===== src/rtl/serial_exec_ctrl_pkg.sv =====
// Shared opcode, ALU function and FSM encodings for the bit-serial CPU sequencer.
package serial_exec_ctrl_pkg;

  localparam logic [3:0] OP_NOP = 4'h0;
  localparam logic [3:0] OP_ADD = 4'h1;
  localparam logic [3:0] OP_SUB = 4'h2;
  localparam logic [3:0] OP_AND = 4'h3;
  localparam logic [3:0] OP_OR  = 4'h4;
  localparam logic [3:0] OP_XOR = 4'h5;
  localparam logic [3:0] OP_LDI = 4'h8;

  localparam logic [2:0] ALU_PASS = 3'b000;
  localparam logic [2:0] ALU_ADD  = 3'b001;
  localparam logic [2:0] ALU_SUB  = 3'b010;
  localparam logic [2:0] ALU_AND  = 3'b011;
  localparam logic [2:0] ALU_OR   = 3'b100;
  localparam logic [2:0] ALU_XOR  = 3'b101;

  typedef enum logic [1:0] {
    ST_IDLE = 2'd0,
    ST_LOAD = 2'd1,
    ST_EXEC = 2'd2,
    ST_WB   = 2'd3
  } state_e;

  typedef enum logic [1:0] {
    CLS_NOP     = 2'd0,
    CLS_ALU     = 2'd1,
    CLS_LDI     = 2'd2,
    CLS_ILLEGAL = 2'd3
  } op_class_e;

  function automatic op_class_e classify(input logic [3:0] op);
    op_class_e cls;
    case (op)
      OP_NOP:                                 cls = CLS_NOP;
      OP_ADD, OP_SUB, OP_AND, OP_OR, OP_XOR:  cls = CLS_ALU;
      OP_LDI:                                 cls = CLS_LDI;
      default:                                cls = CLS_ILLEGAL;
    endcase
    return cls;
  endfunction

endpackage


===== src/rtl/serial_exec_ctrl_bit_counter.sv =====
// Loadable up-counter for the serial bit index; wraps to 0 when advanced at WIDTH-1.
module serial_exec_ctrl_bit_counter
  import serial_exec_ctrl_pkg::*;
#(
  parameter int WIDTH = 8,
  parameter int BW    = $clog2(WIDTH)
) (
  input  logic          clk,
  input  logic          rst_n,
  input  logic          clr_i,
  input  logic          inc_i,
  output logic [BW-1:0] cnt_o,
  output logic          tc_o
);

  localparam logic [BW-1:0] LAST = BW'(WIDTH - 1);

  logic [BW-1:0] cnt_q, cnt_d;

  // Explicit compare keeps non-power-of-2 widths correct.
  assign tc_o = (cnt_q == LAST);

  always_comb begin
    cnt_d = cnt_q;
    if (clr_i) begin
      cnt_d = '0;
    end else if (inc_i) begin
      cnt_d = tc_o ? '0 : cnt_q + 1'b1;
    end
  end

  always_ff @(posedge clk or negedge rst_n) begin
    if (!rst_n) begin
      cnt_q <= '0;
    end else begin
      cnt_q <= cnt_d;
    end
  end

  assign cnt_o = cnt_q;

endmodule


===== src/rtl/serial_exec_ctrl.sv =====
// Sequencer for the bit-serial datapath: le, ae, bit index, carry seed, write-back.
// Optional single-step EXEC gated by `step_i` when SEC_STEP_EN is defined.
module serial_exec_ctrl
  import serial_exec_ctrl_pkg::*;
#(
  parameter int WIDTH = 8,
  parameter int BW    = $clog2(WIDTH)
) (
  input  logic          clk,
  input  logic          rst_n,
  input  logic          start_i,
  input  logic [3:0]    opcode_i,
`ifdef SEC_STEP_EN
  input  logic          step_i,
`endif
  output logic          busy_o,
  output logic          le_o,
  output logic          ae_o,
  output logic [BW-1:0] bit_idx_o,
  output logic          carry_init_o,
  output logic [2:0]    alu_op_o,
  output logic          wb_o,
  output logic          done_o,
  output logic          illegal_o
);

  // state | meaning
  // IDLE  | waiting for start; NOP/illegal answered from here
  // LOAD  | le pulse, carry seed and ALU function presented
  // EXEC  | one ae cycle per operand bit, LSB first
  // WB    | wb + done pulse, back to IDLE

  state_e        state_q, state_d;
  logic [3:0]    op_q, op_d;
  logic          start_q;
  logic          busy_q, busy_d;
  logic          le_q, le_d;
  logic          ae_q, ae_d;
  logic          carry_q, carry_d;
  logic [2:0]    alu_op_q, alu_op_d;
  logic          wb_q, wb_d;
  logic          done_q, done_d;
  logic          illegal_q, illegal_d;
  logic          cnt_clr, cnt_inc, cnt_tc;
  logic [BW-1:0] cnt;
  logic          accept;
  logic          adv;

`ifdef SEC_STEP_EN
  assign adv = step_i;
`else
  assign adv = 1'b1;
`endif

  // Rising edge only, and never while busy or in a done cycle.
  assign accept = start_i & ~start_q & (state_q == ST_IDLE) & ~done_q;

  serial_exec_ctrl_bit_counter #(
    .WIDTH (WIDTH),
    .BW    (BW)
  ) u_bit_counter (
    .clk   (clk),
    .rst_n (rst_n),
    .clr_i (cnt_clr),
    .inc_i (cnt_inc),
    .cnt_o (cnt),
    .tc_o  (cnt_tc)
  );

  always_comb begin
    state_d   = state_q;
    op_d      = op_q;
    le_d      = 1'b0;
    ae_d      = 1'b0;
    carry_d   = 1'b0;
    alu_op_d  = alu_op_q;
    wb_d      = 1'b0;
    done_d    = 1'b0;
    illegal_d = 1'b0;
    cnt_clr   = 1'b0;
    cnt_inc   = 1'b0;

    case (state_q)
      ST_IDLE: begin
        if (accept) begin
          op_d = opcode_i;
          case (classify(opcode_i))
            CLS_NOP: done_d = 1'b1;
            CLS_ALU: begin
              state_d  = ST_LOAD;
              le_d     = 1'b1;
              carry_d  = (opcode_i == OP_SUB);
              alu_op_d = opcode_i[2:0];
              cnt_clr  = 1'b1;
            end
            CLS_LDI: begin
              state_d  = ST_LOAD;
              le_d     = 1'b1;
              alu_op_d = ALU_PASS;
              cnt_clr  = 1'b1;
            end
            default: begin
              illegal_d = 1'b1;
              done_d    = 1'b1;
            end
          endcase
        end
      end
      ST_LOAD: begin
        if (op_q == OP_LDI) begin
          state_d = ST_WB;
          wb_d    = 1'b1;
          done_d  = 1'b1;
        end else begin
          state_d = ST_EXEC;
          ae_d    = 1'b1;
        end
      end
      ST_EXEC: begin
        if (adv) begin
          cnt_inc = 1'b1;
          if (cnt_tc) begin
            state_d = ST_WB;
            wb_d    = 1'b1;
            done_d  = 1'b1;
          end else begin
            ae_d = 1'b1;
          end
        end else begin
          ae_d = 1'b1;
        end
      end
      ST_WB: begin
        state_d = ST_IDLE;
      end
      default: begin
        state_d = ST_IDLE;
      end
    endcase

    busy_d = (state_d != ST_IDLE);
  end

  always_ff @(posedge clk or negedge rst_n) begin
    if (!rst_n) begin
      state_q   <= ST_IDLE;
      op_q      <= OP_NOP;
      start_q   <= 1'b0;
      busy_q    <= 1'b0;
      le_q      <= 1'b0;
      ae_q      <= 1'b0;
      carry_q   <= 1'b0;
      alu_op_q  <= ALU_PASS;
      wb_q      <= 1'b0;
      done_q    <= 1'b0;
      illegal_q <= 1'b0;
    end else begin
      state_q   <= state_d;
      op_q      <= op_d;
      start_q   <= start_i;
      busy_q    <= busy_d;
      le_q      <= le_d;
      ae_q      <= ae_d;
      carry_q   <= carry_d;
      alu_op_q  <= alu_op_d;
      wb_q      <= wb_d;
      done_q    <= done_d;
      illegal_q <= illegal_d;
    end
  end

  assign busy_o       = busy_q;
  assign le_o         = le_q;
  // In step mode ae must coincide with the step pulse itself, so it is gated here.
  assign ae_o         = ae_q & adv;
  assign bit_idx_o    = cnt;
  assign carry_init_o = carry_q;
  assign alu_op_o     = alu_op_q;
  assign wb_o         = wb_q;
  assign done_o       = done_q;
  assign illegal_o    = illegal_q;

endmodule


===== config.mk =====
export PLATFORM = sky130hd
export DESIGN_NAME = serial_exec_ctrl
export DESIGN_NICKNAME = d
export VERILOG_FILES = /design/src/rtl/serial_exec_ctrl_pkg.sv /design/src/rtl/serial_exec_ctrl_bit_counter.sv /design/src/rtl/serial_exec_ctrl.sv
export SDC_FILE = /design/constraint.sdc
export NUM_CORES = 1
export LEC_CHECK = 0
export ABC_AREA = 1
export ABC_CLOCK_PERIOD_IN_PS = 1720
export CAP_MARGIN = 10
export CELL_PAD_IN_SITES_DETAIL_PLACEMENT = 0
export CELL_PAD_IN_SITES_GLOBAL_PLACEMENT = 2
export CORE_MARGIN = 4
export CORE_UTILIZATION = 25
export DETAILED_ROUTE_END_ITERATION = 7
export PLACE_DENSITY = 0.61
export SETUP_SLACK_MARGIN = 0.3
export SLEW_MARGIN = 20
export SYNTH_ARGS = -nofsm -noshare
export SYNTH_HDL_FRONTEND = slang
export SYNTH_HIERARCHICAL = 1
export SYNTH_SLANG_ARGS = --single-unit

===== constraint.sdc =====
create_clock -name clk -period 1.72 [get_ports clk]
set_input_delay 0.172 -clock clk [delete_from_list [all_inputs] [get_ports clk]]
set_output_delay 0.172 -clock clk [all_outputs]
set_load 0.01 [all_outputs]

==> impl_metrics.toml, run 1 <==
[synthesis]
synth.area.top_cells = "dfrtp_1, ha_1, nand2_1, inv_1, o21ai_2"
synth_top_area_share = 0.469
synthFlopType = "dfrtp_1"
yosysUniqueCellTypes = 24
synth-edff-count = 0
synth_async_sr_flop_share = 1.00
synthTopCellsByCount = "nand2_1, dfrtp_1, inv_1"
syn_inst = 117
synth_area_um2 = 1070
ys_warn_count = 6
synth_seq_cells = 20
avgSynthCellArea_um2 = 9.12
syn_nets = 134
yosysMostFrequentCell = "nand2_1"
ys_seq_area_frac = 0.469
yosysTopAreaCell = "dfrtp_1"

[routing]
first_pass_iters = 4
route.detailed.drc = 0
num_vias = 867
drt_iter0_drc = 21
postRouteAntennaNets = 0
wl_per_cell_um = 10.8
routed_wl_um = 2300
viasPerCell = 4.09

[timing]
drv_slew = 0
finalSetupViolCount = 0
tightestPinTransition_ns = 0.261
hold_violations = 0
skew_ns = 0.00428
layout_min_cycle_time_ns = 1.36
maxSlewHeadroom = 0.826
fmax_mhz = 734
rsz0062_at_grt = "false"
fin_crit_sh = 0.792

[min_path]
worstHoldPathType = "primary input to async pin"

[power_and_ir_drop]
powerDensity_nw_per_um2 = 1150
ir_drop_mv = 0.581
leakage_uw = 0.000855

[worst_setup_path]
end_kind = "primary output"
critPathTopFamily = "buffers and inverters"
setup.worst_path.class = "flop to primary output"
critPathRequiredTime_ns = 1.55
critPathLaunch = "u_bit_counter/cnt_o[2]"
cpPeakStageDelay_ns = 0.55
crit_slowest_cell = "clkdlybuf4s50_1"
arrival_ns = 1.19
start_kind = "flop"
cp_cell_sequence = "clkdlybuf4s50_1"
crit_fanout = 3
path_buf_inv = 1
regToRegStartpoint = "state_q[0]"

[run_status]
status = "complete, no violations"

[die]
io_pins = 20
fp.dieH_um = 73.3
row_count = 23
die_area_um2 = 5380
dieWidth_um = 73.3
core_area_um2 = 4060
start_util = 0.263

[cells_and_area]
finish.utilization = 0.393
fillers = 409
area_growth_pct = 49.2
drive_gt1_frac = 0.377
postLayoutCellArea_um2 = 1590
nNetsFinal = 180
fin_cells = 212
antenna_cells = 0

[job]
drv_cap = 0

[place]
gp_congestion = 0.676
dpl_cell_area_um2 = 1430
io_buffers = 19
dpl.hpwl_um = 1780
dp_cells = 200

[clocking]
clock-sinks = 20
worstSkewPairLatency_ns = 0.26
cts_buffers = 3
cts_max_level = 1
path_clk_slew_ns = 0.08
postCtsHoldBufs = 0
cts_tree = "built"
cts_buffer_depth = 2
root_buffer = "clkbuf_8"

[global_routing]
overflow = 0
antenna_found_initial = 0
grt_start_max_net_pins = 21
grt_pass1_vias = 869
grt_pass1_wl_um = 3980
grt_util_all_layers = 0.0984
-- routing by layer --
| metal | up-vias | track usage | part of all wire |
|---|---|---|---|
| met2 | 23 | 0.166 | 0.49 |
| met5 | - | 0 | 0 |
| met1 | 392 | 0.117 | 0.43 |
| li1 | 448 | - | - |
| met3 | 4 | 0.0315 | 0.064 |
| met4 | 0 | 0.0362 | 0.014 |
-- sequential cells by signal, indices dropped and copies added (netlist names) --
| name | flops |
|---|---|
| le_o | 1 |
| start_q | 1 |
| ae_o | 1 |
| wb_o | 1 |
| busy_o | 1 |
| done_o | 1 |
| carry_init_o | 1 |
| u_bit_counter/cnt_o | 3 |
| op_q | 4 |
| illegal_o | 1 |
| alu_op_o | 3 |
| state_q | 2 |
-- logic make-up after synthesis --
kind of cell / synth area share
simple gates: 0.279
buf+inv: 0.0762
flops: 0.469
fa+ha+maj: 0.117
compound gates: 0.0586
-- what timing repair did --
item | in CTS | in global routing
pin swaps | 4 | 1
gates resized for setup | 17 | 9
endpoints found under the setup margin | 12 | 12
setup buffers | 2 | 6
-- cell type report --
class	instances	area [um^2]	share of cell area
multi-input cells	77	537	0.337
flip-flops and latches	20	500	0.314
repair buffers	41	352	0.221
inverters	20	86.3	0.0542
well taps	50	62.6	0.0393
clock buffers	4	55.1	0.0346
-- power breakdown --
part	switching (uW)	internal, uW
Sequential	86.1	615
Combinational	379	392
Clock	158	204
-- layout by cell type (no fill, tap or decap), types with 2 or more instances in the layout --
cell type and instances:
nor2_1 5, dlymetal6s2s_1 2, ha_1 8, dlygate4sd2_1 3, a21oi_1 2, clkbuf_8 4
nor2_4 2, nand2_4 2, o21ai_2 3, nand3_1 4, nand3_2 2, dfrtp_1 20
inv_1 9, nand2_2 6, o21ai_0 2, inv_2 7, inv_4 2, or2_4 2
clkdlybuf4s50_1 13, buf_4 22, nand2_1 31
-- through the flow --
step | worst slack [ns] | power [uW] | TNS, ns | hold WS (ns)
6_report | 0.358 | 1830 | 0 | 0.253
3_3_place_gp | -0.242 | 1420 | -2.01 | 0.465
3_5_place_dp | -0.271 | 1420 | -2.23 | 0.467
2_1_floorplan | 0.319 | 1090 | 0 | -0.124
5_1_grt | 0.299 | 1990 | 0 | 0.270
4_1_cts | 0.305 | 1820 | 0 | 0.257
-- path summary, 6_finish.rpt --
| kind | to | slack, ns | cells past startpoint |
|---|---|---|---|
| min reg2reg | op_q[1] | 0.48 | 2 |
| max | bit_idx_o[2] | 0.36 | 1 |
| min | carry_init_o | 0.25 | 2 |
| min in group clk | op_q[2] | 0.35 | 4 |
| max reg2reg | done_o | 0.40 | 8 |
| max in group asynchronous | state_q[0] | 1.26 | 2 |
(Power assumes the default switching activity.)
==> run 2, diff against run 1 <==
--- a/config.mk
+++ b/config.mk
@@ -6,7 +6,7 @@
 export NUM_CORES = 1
 export LEC_CHECK = 0
 export ABC_AREA = 1
-export ABC_CLOCK_PERIOD_IN_PS = 1720
+export ABC_CLOCK_PERIOD_IN_PS = 1400
 export CAP_MARGIN = 10
 export CELL_PAD_IN_SITES_DETAIL_PLACEMENT = 0
 export CELL_PAD_IN_SITES_GLOBAL_PLACEMENT = 2
==> constraint.sdc (replaced) <==
create_clock -name clk -period 1.4 [get_ports clk]
set_input_delay 0.14 -clock clk [delete_from_list [all_inputs] [get_ports clk]]
set_output_delay 0.14 -clock clk [all_outputs]
set_load 0.01 [all_outputs]
==> impl_metrics.toml, run 2 (same netlist as run 1, synthesis figures left out) <==
[clocking]
worstSkewPairLatency_ns = 0.26
root_buffer = "clkbuf_8"
cts_buffers = 3
cts_max_level = 1
cts_tree = "built"
path_clk_slew_ns = 0.08
postCtsHoldBufs = 0
clock-sinks = 20
cts_buffer_depth = 2

[cells_and_area]
nNetsFinal = 190
final_cell_mix = "buf_4, nand2_1, dfrtp_1"
area_growth_pct = 70.0
antenna_cells = 0
top_register = "op_q"
drive_gt1_frac = 0.581
layout_commonest_cell = "buf_4"
largest_reg_flops = 4
finish.utilization = 0.447

[worst_setup_path]
arrival_ns = 1.46
critPathRequiredTime_ns = 1.55
end_kind = "flop"
crit_fanout = 3
setup.worst_path.class = "flop to flop"
start_kind = "flop"

[die]
fp.dieH_um = 73.3
io_pins = 20
row_count = 23
core_area_um2 = 4060
die_area_um2 = 5380
dieWidth_um = 73.3
start_util = 0.263

[timing]
finalSetupViolCount = 0
maxSlewHeadroom = 0.792
rsz0062_at_grt = "true"
fmax_mhz = 767
layout_min_cycle_time_ns = 1.30
drv_slew = 0
skew_ns = 0.00321
holdWs_ns = 0.203
hold_violations = 0
setup_tns_ns = 0
fin_crit_sh = 0.931
tightestPinTransition_ns = 0.311

[routing]
viasPerCell = 4.20
drt_iter0_drc = 20
first_pass_iters = 4
routed_wl_um = 2690
wl_per_cell_um = 12.1
num_vias = 932
postRouteAntennaNets = 0
route.detailed.drc = 0

[min_path]
worstHoldPathType = "primary input to flop"

[place]
gp_congestion = 0.700
dpl.hpwl_um = 1870
io_buffers = 19

[global_routing]
grt_pass1_wl_um = 4650
grt_pass1_vias = 1026
grt_start_max_net_pins = 21
antenna_found_initial = 0
overflow = 0
grt_util_all_layers = 0.115

[power_and_ir_drop]
p_total_uw = 2580
leakage_uw = 0.000951
powerDensity_nw_per_um2 = 1420
ir_drop_mv = 0.644

[job]
drv_cap = 0

[run_status]
status = "complete, no violations"
-- run 2: what timing repair did --
item | CTS | global route
pin swaps | 25 | 15
gates cloned | 0 | 0
buffers inserted | 14 | 3
resized for setup | 76 | 14
endpoints found under the hold margin | 0 | 0
endpoints found under the setup margin | 32 | 23
-- run 2: layer usage --
metal | wire length (um) | up-vias | track usage
met5 | 0 | - | 0
met4 | 43 | 0 | 0.0443
met3 | 109 | 4 | 0.0219
met2 | 1320 | 21 | 0.190
met1 | 1220 | 436 | 0.147
li1 | - | 471 | -
-- run 2: cell type report --
cell class / instances / area, um^2
Clock buffer: 4 / 55.1
Fill cell: 404 / 2240
Inverter: 20 / 91.3
Multi-Input combinational cell: 77 / 677
Sequential cell: 20 / 500
Tap cell: 50 / 62.6
Timing Repair Buffer: 51 / 428
-- run 2: worst max-delay path, cell delays in order (launching register included) --
cell	delay, ns
dfrtp_1	0.41
ha_2	0.20
ha_4	0.17
nand2_4	0.09
nand3b_1	0.09
nand2_1	0.08
nand2_2	0.07
clkinv_2	0.05
nand3_2	0.04
-- run 2: metrics by stage --
stage | instance area, um^2 | worst slack [ns] | instances
finish | 1810 | 0.0960 | 222
CTS | 1740 | 0.115 | 219
global route | 1810 | 0.0279 | 222
global placement | 1470 | -0.500 | 201
floorplan | 1100 | 0.112 | 117
detailed placement | 1470 | -0.530 | 201
-- run 2: path summary, 6_finish.rpt --
| path | start | to | slack (ns) | depth (start not counted) |
|---|---|---|---|---|
| setup / recovery | u_bit_counter/cnt_o[0] | busy_o | 0.1 | 8 |
| hold / removal | opcode_i[3] | op_q[3] | 0.20 | 3 |
| setup reg to reg | u_bit_counter/cnt_o[0] | busy_o | 0.1 | 8 |
| hold reg to reg | op_q[1] | op_q[1] | 0.49 | 2 |
| max in group asynchronous | rst_n | le_o | 0.96 | 2 |
| min in group asynchronous | rst_n | u_bit_counter/cnt_o[1] | 0.23 | 2 |
-- run 2: report_power, final --
part	internal [uW]	leakage (uW)	switching, uW
Combinational	631	0.000662	623
Sequential	755	0.000261	123
Clock	250	0.0000288	197
Total	1640	0.000951	944
==> run 3, diff against run 2 <==
--- a/config.mk
+++ b/config.mk
@@ -10,7 +10,7 @@
 export CAP_MARGIN = 10
 export CELL_PAD_IN_SITES_DETAIL_PLACEMENT = 0
 export CELL_PAD_IN_SITES_GLOBAL_PLACEMENT = 2
-export CORE_MARGIN = 4
+export CORE_MARGIN = 5
 export CORE_UTILIZATION = 25
 export DETAILED_ROUTE_END_ITERATION = 7
 export PLACE_DENSITY = 0.61
==> impl_metrics.toml, run 3 (same netlist as run 1, synthesis figures left out) <==
[clocking]
cts_tree = "built"
cts_buffers = 3
path_clk_slew_ns = 0.08
worstSkewPairLatency_ns = 0.25
cts_buffer_depth = 2
cts_max_level = 1
root_buffer = "clkbuf_8"
clock-sinks = 20
postCtsHoldBufs = 0

[timing]
layout_min_cycle_time_ns = 1.26
fmax_mhz = 793
drv_slew = 0
rsz0062_at_grt = "true"
maxSlewHeadroom = 0.817
fin_crit_sh = 0.901
tightestPinTransition_ns = 0.275
hold_violations = 0
finalSetupViolCount = 0
skew_ns = 0.00583

[job]
drv_cap = 0

[worst_setup_path]
setup.worst_path.class = "flop to flop"
critPathRequiredTime_ns = 1.55
end_kind = "flop"
cpPeakStageDelay_ns = 0.39
crit_fanout = 3
start_kind = "flop"
cp_cell_sequence = "ha_2 -> ha_4 -> nand2_4 -> nand3b_1 -> nand2_1 -> nand2_2 -> clkinv_2 -> nand3_2"
arrival_ns = 1.41
crit_slowest_cell = "dfrtp_1"

[cells_and_area]
layout_commonest_cell = "buf_4"
postLayoutCellArea_um2 = 1800
antenna_cells = 0
nNetsFinal = 186
fillers = 396
area_growth_pct = 68.3
top_register = "op_q"
final_cell_mix = "buf_4, nand2_1, dfrtp_1"
largest_reg_flops = 4
fin_cells = 218
drive_gt1_frac = 0.613

[die]
start_util = 0.263
fp.dieH_um = 75.3
core_area_um2 = 4060
row_count = 23
io_pins = 20
dieWidth_um = 75.3
die_area_um2 = 5680

[global_routing]
antenna_found_initial = 0
grt_util_all_layers = 0.107
grt_pass1_wl_um = 4610
grt_start_max_net_pins = 21
overflow = 0
grt_pass1_vias = 1039

[routing]
postRouteAntennaNets = 0
route.detailed.drc = 0
drt_iter0_drc = 13
viasPerCell = 4.11
routed_wl_um = 2610
num_vias = 896
wl_per_cell_um = 12.0
first_pass_iters = 4

[min_path]
worstHoldPathType = "primary input to async pin"

[place]
gp_congestion = 0.717
dp_cells = 203
dpl_cell_area_um2 = 1480
io_buffers = 19
dpl.hpwl_um = 1910

[power_and_ir_drop]
leakage_uw = 0.000933
p_total_uw = 2470
ir_drop_mv = 0.547
powerDensity_nw_per_um2 = 1370

[run_status]
status = "complete, no violations"
## run 3: where the power goes
group | internal [uW] | switching [uW]
Clock | 250 | 190
Sequential | 755 | 110
Combinational | 561 | 600
## run 3: through the flow
stage               setup WS, ns  hold WS (ns)  setup TNS, ns  utilization
global placement          -0.456         0.468          -4.88        0.365
detailed placement        -0.499         0.466          -5.23        0.365
finish                     0.139         0.222              0        0.443
floorplan                  0.112        -0.156              0            -
global route              0.0548         0.230              0        0.443
CTS                        0.147         0.219              0        0.432
## run 3: path summary, 6_finish.rpt
kind / from / to / slack [ns] / cells past startpoint
worst min-delay path: rst_n / ae_o / 0.22 / 2
max in group asynchronous: rst_n / carry_init_o / 0.96 / 2
worst max-delay path: u_bit_counter/cnt_o[0] / busy_o / 0.14 / 8
worst min register to register: op_q[0] / op_q[0] / 0.48 / 2
worst max register to register: u_bit_counter/cnt_o[0] / busy_o / 0.14 / 8
min in group clk: opcode_i[0] / op_q[0] / 0.22 / 4
## run 3: critical path, delay by kind of cell (launching register included)
kind,cells,cell delay [ns]
buffers and inverters,1,0.04
AND/OR/NAND/NOR,5,0.36
flip-flops,1,0.39
adder cells (fa/ha/maj),2,0.37
## run 3: area by class of cell
type / instances / area, um^2 / share of cell area
Sequential cell: 20 / 500 / 0.279
Timing Repair Buffer: 47 / 390 / 0.217
Inverter: 20 / 93.8 / 0.0522
Tap cell: 50 / 62.6 / 0.0348
Multi-Input combinational cell: 77 / 694 / 0.386
Clock buffer: 4 / 55.1 / 0.0306
## run 3: routing by layer
layer  share of wire  routed length [um]  vias to the layer above  GRT usage
met4          0.0080                  21                        0     0.0291
li1                -                   -                      460          -
met5               0                   0                        -          0
met2            0.52                1360                       15      0.194
met3           0.049                 129                        2     0.0290
met1            0.42                1100                      419      0.124
## run 3: what timing repair did
action / 4_1_cts / 5_1_grt
gates resized for setup: 88 / 10
setup buffers: 8 / 3
setup endpoints to repair: 31 / 21
pin swaps: 32 / 10
